--- config.mk ---
export PLATFORM = sky130hd
export DESIGN_NAME = stepper_sched
export DESIGN_NICKNAME = d
export VERILOG_FILES = /design/src/rtl/stepper_sched.sv
export SDC_FILE = /design/constraint.sdc
export NUM_CORES = 1
export LEC_CHECK = 0
export BUFFER_PORTS_ARGS = -buffer_cell sky130_fd_sc_hd__clkbuf_2
export CORE_ASPECT_RATIO = 1.5
export CORE_MARGIN = 3
export CORE_UTILIZATION = 50
export CTS_CLUSTER_SIZE = 16
export DETAILED_ROUTE_END_ITERATION = 12
export HOLD_SLACK_MARGIN = 0.03
export PLACE_DENSITY = 0.72
export RECOVER_POWER = 50
export SETUP_SLACK_MARGIN = 0.3
export SLEW_MARGIN = 20
export SYNTH_ARGS = -nofsm -noshare
export SYNTH_HDL_FRONTEND = slang
export SYNTH_SLANG_ARGS = --single-unit
--- constraint.sdc ---
create_clock -name clk -period 5.75 [get_ports clk]
set_input_delay 1.15 -clock clk [delete_from_list [all_inputs] [get_ports clk]]
set_output_delay 1.15 -clock clk [all_outputs]
set_load 0.005 [all_outputs]
--- src/rtl/stepper_sched.sv ---
// stepper_sched: parses two-byte move commands from the serial byte stream,
// keeps a remaining-step count and direction per motor, and on every step
// tick issues one control-byte write per active motor in round-robin order
// (motor 0 first) on the shared control bus.
module stepper_sched #(
  parameter int STEP_DIV = 50000
) (
  input  logic       clk,
  input  logic       rst_n,
  input  logic [7:0] rx_byte,
  input  logic       rx_valid,
  output logic [7:0] ctrl_byte,
  output logic       ctrl_wr,
  output logic [3:0] busy,
  output logic       cmd_err
);

  localparam int CW = (STEP_DIV > 2) ? $clog2(STEP_DIV) : 1;
  localparam logic [CW-1:0] TICK_LAST = CW'(STEP_DIV - 1);
  localparam logic [CW-1:0] TICK_ONE  = CW'(1);

  typedef enum logic {
    P_HDR = 1'b0,
    P_CNT = 1'b1
  } parse_t;

  typedef enum logic {
    S_IDLE  = 1'b0,
    S_ISSUE = 1'b1
  } sched_t;

  // Parser state
  parse_t          pstate;
  logic [1:0]      idx_lat;
  logic            dir_lat;

  // Tick generation
  logic [CW-1:0]   tick_cnt;
  logic            tick;

  // Scheduler state. slot holds the next slot to serve while in ISSUE;
  // slot 0 is served on the tick edge itself so that slot i's write is
  // visible i+1 cycles after the tick.
  sched_t          sstate;
  logic [1:0]      slot;

  // Per-motor state
  logic [3:0][7:0] rem;
  logic [3:0]      dir;

  // Next-state helpers
  logic            load;
  logic            proc_en;
  logic [1:0]      proc_slot;
  logic            issue;
  logic [7:0]      issue_byte;
  logic [3:0][7:0] rem_next;
  logic [3:0]      dir_next;
  logic [3:0]      busy_next;

  // Decode the current strobes: count-byte load and tick.
  always_comb begin
    load = (pstate == P_CNT) && rx_valid;
    tick = (tick_cnt == TICK_LAST);
  end

  // Select the slot being served this cycle and decide whether it writes.
  always_comb begin
    if (sstate == S_ISSUE) begin
      proc_en   = 1'b1;
      proc_slot = slot;
    end else begin
      proc_en   = tick;
      proc_slot = 2'd0;
    end
    issue      = proc_en && (rem[proc_slot] != 8'd0);
    // Direction is the pre-load value, so a colliding load cannot alter it.
    issue_byte = {proc_slot, dir[proc_slot], 1'b1, 4'b0000};
  end

  // Next remaining counts/directions: decrement on issue, a load overrides.
  always_comb begin
    rem_next = rem;
    dir_next = dir;
    if (issue) begin
      // issue implies rem != 0, so this never wraps below zero
      rem_next[proc_slot] = rem[proc_slot] - 8'd1;
    end else begin
      rem_next[proc_slot] = rem[proc_slot];
    end
    if (load) begin
      rem_next[idx_lat] = rx_byte;
      dir_next[idx_lat] = dir_lat;
    end else begin
      dir_next[idx_lat] = dir[idx_lat];
    end
    for (int i = 0; i < 4; i++) begin
      busy_next[i] = (rem_next[i] != 8'd0);
    end
  end

  // Free-running tick counter, 0..STEP_DIV-1.
  always_ff @(posedge clk or negedge rst_n) begin
    if (!rst_n) begin
      tick_cnt <= '0;
    end else if (tick) begin
      tick_cnt <= '0;
    end else begin
      tick_cnt <= tick_cnt + TICK_ONE;
    end
  end

  // Command parser FSM: header then count, with error pulse on bad header.
  always_ff @(posedge clk or negedge rst_n) begin
    if (!rst_n) begin
      pstate  <= P_HDR;
      idx_lat <= 2'd0;
      dir_lat <= 1'b0;
      cmd_err <= 1'b0;
    end else begin
      cmd_err <= 1'b0;
      case (pstate)
        P_HDR: begin
          if (rx_valid) begin
            if (rx_byte[7:6] == 2'b10) begin
              idx_lat <= rx_byte[5:4];
              dir_lat <= rx_byte[3];
              pstate  <= P_CNT;
            end else begin
              cmd_err <= 1'b1;
            end
          end
        end
        P_CNT: begin
          if (rx_valid) begin
            pstate <= P_HDR;
          end
        end
        default: pstate <= P_HDR;
      endcase
    end
  end

  // Scheduler FSM with registered control-bus outputs.
  always_ff @(posedge clk or negedge rst_n) begin
    if (!rst_n) begin
      sstate    <= S_IDLE;
      slot      <= 2'd0;
      ctrl_wr   <= 1'b0;
      ctrl_byte <= 8'h00;
    end else begin
      ctrl_wr <= issue;
      if (issue) begin
        ctrl_byte <= issue_byte;
      end
      case (sstate)
        S_IDLE: begin
          if (tick) begin
            sstate <= S_ISSUE;
            slot   <= 2'd1;
          end
        end
        S_ISSUE: begin
          if (slot == 2'd3) begin
            sstate <= S_IDLE;
            slot   <= 2'd0;
          end else begin
            slot <= slot + 2'd1;
          end
        end
        default: begin
          sstate <= S_IDLE;
          slot   <= 2'd0;
        end
      endcase
    end
  end

  // Per-motor counts, directions and the registered busy flags.
  always_ff @(posedge clk or negedge rst_n) begin
    if (!rst_n) begin
      rem  <= '0;
      dir  <= 4'b0000;
      busy <= 4'b0000;
    end else begin
      rem  <= rem_next;
      dir  <= dir_next;
      busy <= busy_next;
    end
  end

endmodule

# Word level (Yosys, flattened, before mapping)
# Cells that the tools add are included.
dict set report totals {
  reg_bits 69
  inputBits 11
}
dict set report classes {
  add_sub_neg 3
  magnitude_cmp 4
  eq_ne 4
  n_mux 36
  bitwise 2
  reduce_logical 10
}
# operator n
set ops {}
lappend ops {{32-bit bitwise mux} 3}
lappend ops {{32-bit two-way mux} 2}
lappend ops {{8-bit nonzero test} 5}
lappend ops {{8-bit demux with 2-bit select} 2}
lappend ops {{8-bit two-way mux} 3}
lappend ops {{16-bit by 1-bit adder with 16-bit output, second input constant} 1}
lappend ops {{8-bit binary-select mux with 2-bit select} 1}
lappend ops {{16-bit equality test, second input constant} 1}
lappend ops {{16-bit two-way mux} 1}
lappend ops {{1-bit two-way mux} 12}
lappend ops {{4-bit bitwise mux} 2}
lappend ops {{8-bit by 1-bit subtractor with 8-bit output, second input constant} 1}
lappend ops {{2-bit by 3-bit < comparator with 1-bit output, second input constant} 2}
lappend ops {{2-bit two-way mux} 3}
lappend ops {{1-bit binary-select mux with 2-bit select} 2}
lappend ops {{2-bit equality test, second input constant} 2}
lappend ops {{2-bit by 1-bit greater-or-equal comparator with 1-bit output, second input constant} 2}
lappend ops {{1-bit logical AND} 4}
lappend ops {{4-bit two-way mux} 1}
lappend ops {{1-bit case mux with 2 select lines} 2}
lappend ops {{2-bit case mux with 2 select lines} 1}
lappend ops {{3-bit AND reduction} 1}
lappend ops {{2-bit by 1-bit adder with 2-bit output, second input constant} 1}
lappend ops {{1-bit demux with 2-bit select} 1}
lappend ops {{2 further kinds} 3}

# Depth between registers and ports, before layout
dict set report depth {
  ltp_word 10
  ltp_mapped 15
}

# Worst setup path after synthesis
# No wires, ideal clock.
dict set report synth_timing {
  path_kind {flip-flop to flip-flop}
  start {register slot[0]}
  end {register busy[0]}
  t_arrival_ns 3.232
  required_ns 5.612
  slack_ns 2.380
  stages_incl_launch_ff 11
  period_less_slack_ns 3.370
  cell_sequence {dfrtp_1 -> buf_6 -> mux2_4 -> a222oi_1 -> ha_1 -> nand4_1 -> o21ai_0 -> mux2i_1 -> a211oi_1 -> or4_1 -> or4_1}
}
# element line
set synth_rtl {}
lappend synth_rtl {{start: declaration} 45} ;# logic [1:0] slot;
lappend synth_rtl {{start signal: assignment} 168} ;# slot <= slot + 2'd1;
lappend synth_rtl {{end signal: assignment} 188} ;# busy <= busy_next;
lappend synth_rtl {{end: declaration} 14} ;# output logic [3:0] busy,

==> results.ini <==
[critical_path]
crit_family=simple AND/OR/NAND/NOR gates
critPathRequiredTime_ns=5.97
cp_cell_sequence=o21a_1 -> a2bb2oi_1 -> o21ai_0 -> and4_1 -> nand2_1 -> nand2_1 -> inv_1 -> mux2i_1 -> a31o_2 -> or4_1 -> or4_1
critPathLaunchType=register
crit_path_max_incr_delay_ns=0.83
critPathMaxFanout=24
worstReg2RegStart=slot[0]
crit_arrival_ns=4.69
crit_buf_inv=1
cp_slowest_cell=dfrtp_1
worstSetupPathType=reg -> reg
rr_worst_depth=11
r2r_end=busy[3]
end_kind=register
reg2reg_slack_ns=1.28

[floorplanning]
die-height_um=114
io_pins=25
core_area_um2=7370
die_area_um2=8820
fp.dieW_um=77.7
initial_utilization_pct=52.3
rows=38

[logic_synthesis]
synth_area_leader_cell=dfrtp_1
synth_edf_count=0
yosysWarnings=0
syn_area_per_cell_um2=9.09
ys_ff_latch=69
synth_area_um2=3850
yosysSeqAreaShare_pct=44.8
synthCells=424
synth_cell_types=62
synth_top_area_share_pct=44.8
synth_ff_type=dfrtp_1
async_flop_share_pct=100
synthTopCellsByCount=dfrtp_1 (69), nor2_1 (49), nand2_1 (45)
synthMostInstantiatedCell=dfrtp_1
synth_area_leaders=dfrtp_1 (45%), nor2_1 (4.8%), nand2_1 (4.4%), a21oi_1 (3.9%), o21ai_0 (3.9%)

[clocking]
cts_setup_buffers=0
cts_resized=0
holdBufCountCts=0
cts.sinks=69
clkLatencyLatePin_ns=0.35
cts_buffers=9
path_clk_slew_ns=0.07
cts_max_level=3
clock_path_buffers=2
cts_tree=done
clockRootBuffer=clkbuf_8

[worst_hold_path]
whs_endpoint=tick_cnt[0]
whs_path_depth=1
hold_path.class=reg -> reg
hold_path.startpoint=tick_cnt[0]

[power_and_ir_drop]
ir_drop_uv=230
power_w=0.00157
powerDensity_nw_per_um2=376
p_leak_nw=1.76

[sta]
setup_violations=0
hold_violations=0
tightest_slew_ns=3.58
relSlewSlack_pct=-139
rsz0062_at_grt=no
slew_viol_final=70
hold_slack_ns=0.469
fin_ws_ns=1.28
setup_tns_ns=0
post-route-period-util_pct=77.7
finClkSkew_ns=0.00480
fin_crit_ns=4.47
max_freq_mhz=224

[flow_run]
maxCapViolations=1

[route]
routed_wl_um=11000
avgViaCountPerCell=6.12
firstDrtPassIters=7
remaining_drc_errors=0
drt_iter0_markers=284
via_count=3304
ant_nets=0
wl_per_cell_um=20.3

[place]
gp_congestion=0.977
portBuffers=20
dp_hpwl_um=8070
place_ws_ns=1.40

[final_layout]
utilization_pct=56.8
fin_nets=450
drive_gt1_share_pct=11.4
diodes=0
areaGrowthSynthToFinish_pct=8.57

[grt]
grt_max_degree=70
grt_pass1_wl_um=17400
antenna_found_initial=0
grt_pass1_vias=3218
gr-total-overflow=0
track_usage_pct=26.4

[outcome]
status=finished, violations left
violations=max-capacitance violations, max-slew violations

==> routing by layer <==
layer	part of all wire [%]	vias up	GRT usage, %
li1	-	1542	-
met1	39	1561	31.2
met2	50	163	44.2
met3	6.0	38	4.42
met4	5.1	0	16.4
met5	0	-	0
==> how the worst max path moves through the flow <==
stage / slack, ns / to / cells past startpoint / from
after CTS: 1.37 / busy[3] / 11 / slot[0]
after detailed placement: 1.40 / busy[3] / 11 / slot[0]
after floorplan: 2.38 / busy[0] / 10 / slot[0]
final: 1.28 / busy[3] / 11 / slot[0]
after global placement: 1.60 / busy[3] / 12 / slot[0]
after global routing: 0.83 / ctrl_byte[5] / 2 / rst_n
==> through the flow <==
stage | area, um2 | std cells
CTS | 4190 | 540
detailed placement | 3980 | 524
global route | 4190 | 540
finish | 4190 | 540
global placement | 3980 | 524
floorplan | 3870 | 427
==> kinds of logic after synthesis <==
kind of cell / Yosys count / share of synthesized area, %
fa+ha+maj: 4 / 1.30
flops: 69 / 44.8
simple gates: 175 / 22.6
xor+xnor: 20 / 4.54
compound gates: 108 / 17.9
buf+inv: 30 / 3.73
mux: 17 / 5.03
other cells: 1 / 0.0973
==> layout by cell type, fill, tap and decap left out, types with 5 or more instances in the layout <==
| master | n |
|---|---|
| nor2_1 | 49 |
| o21ai_0 | 30 |
| nand2_1 | 45 |
| nor3_1 | 7 |
| mux2_2 | 5 |
| inv_1 | 5 |
| and2_1 | 7 |
| a21oi_1 | 30 |
| xnor2_1 | 8 |
| a31oi_1 | 5 |
| nand3_1 | 21 |
| a22oi_1 | 5 |
| clkbuf_8 | 12 |
| xor2_1 | 12 |
| and3_1 | 6 |
| clkbuf_2 | 17 |
| mux2i_1 | 10 |
| nand2b_1 | 6 |
| dfrtp_1 | 69 |
==> sequential cells by signal, indices dropped and copies added, names as in the netlist <==
signal and count:
pstate 1, cmd_err 1, ctrl_byte 4, tick_cnt 16, ctrl_wr 1, slot 2
sstate 1, busy 4, dir_lat 1, rem 32, idx_lat 2, dir 4
==> power breakdown <==
group	total (W)	internal (W)	leakage, nW	switching (W)
sequential	0.000710	0.000603	0.829	0.000107
clock	0.000410	0.000233	0.112	0.000177
combinational	0.000452	0.000182	0.824	0.000270
==> layout make-up <==
type                            count  area [um2]
Fill cell                         676        3180
Multi-Input combinational cell    328        2000
Sequential cell                    69        1730
Clock buffer                       12         165
Tap cell                          100         125
Timing Repair Buffer               22         109
Clock inverter                      4        45.0
Inverter                            5        18.8
No activity file was read; power rests on OpenSTA's default activity.
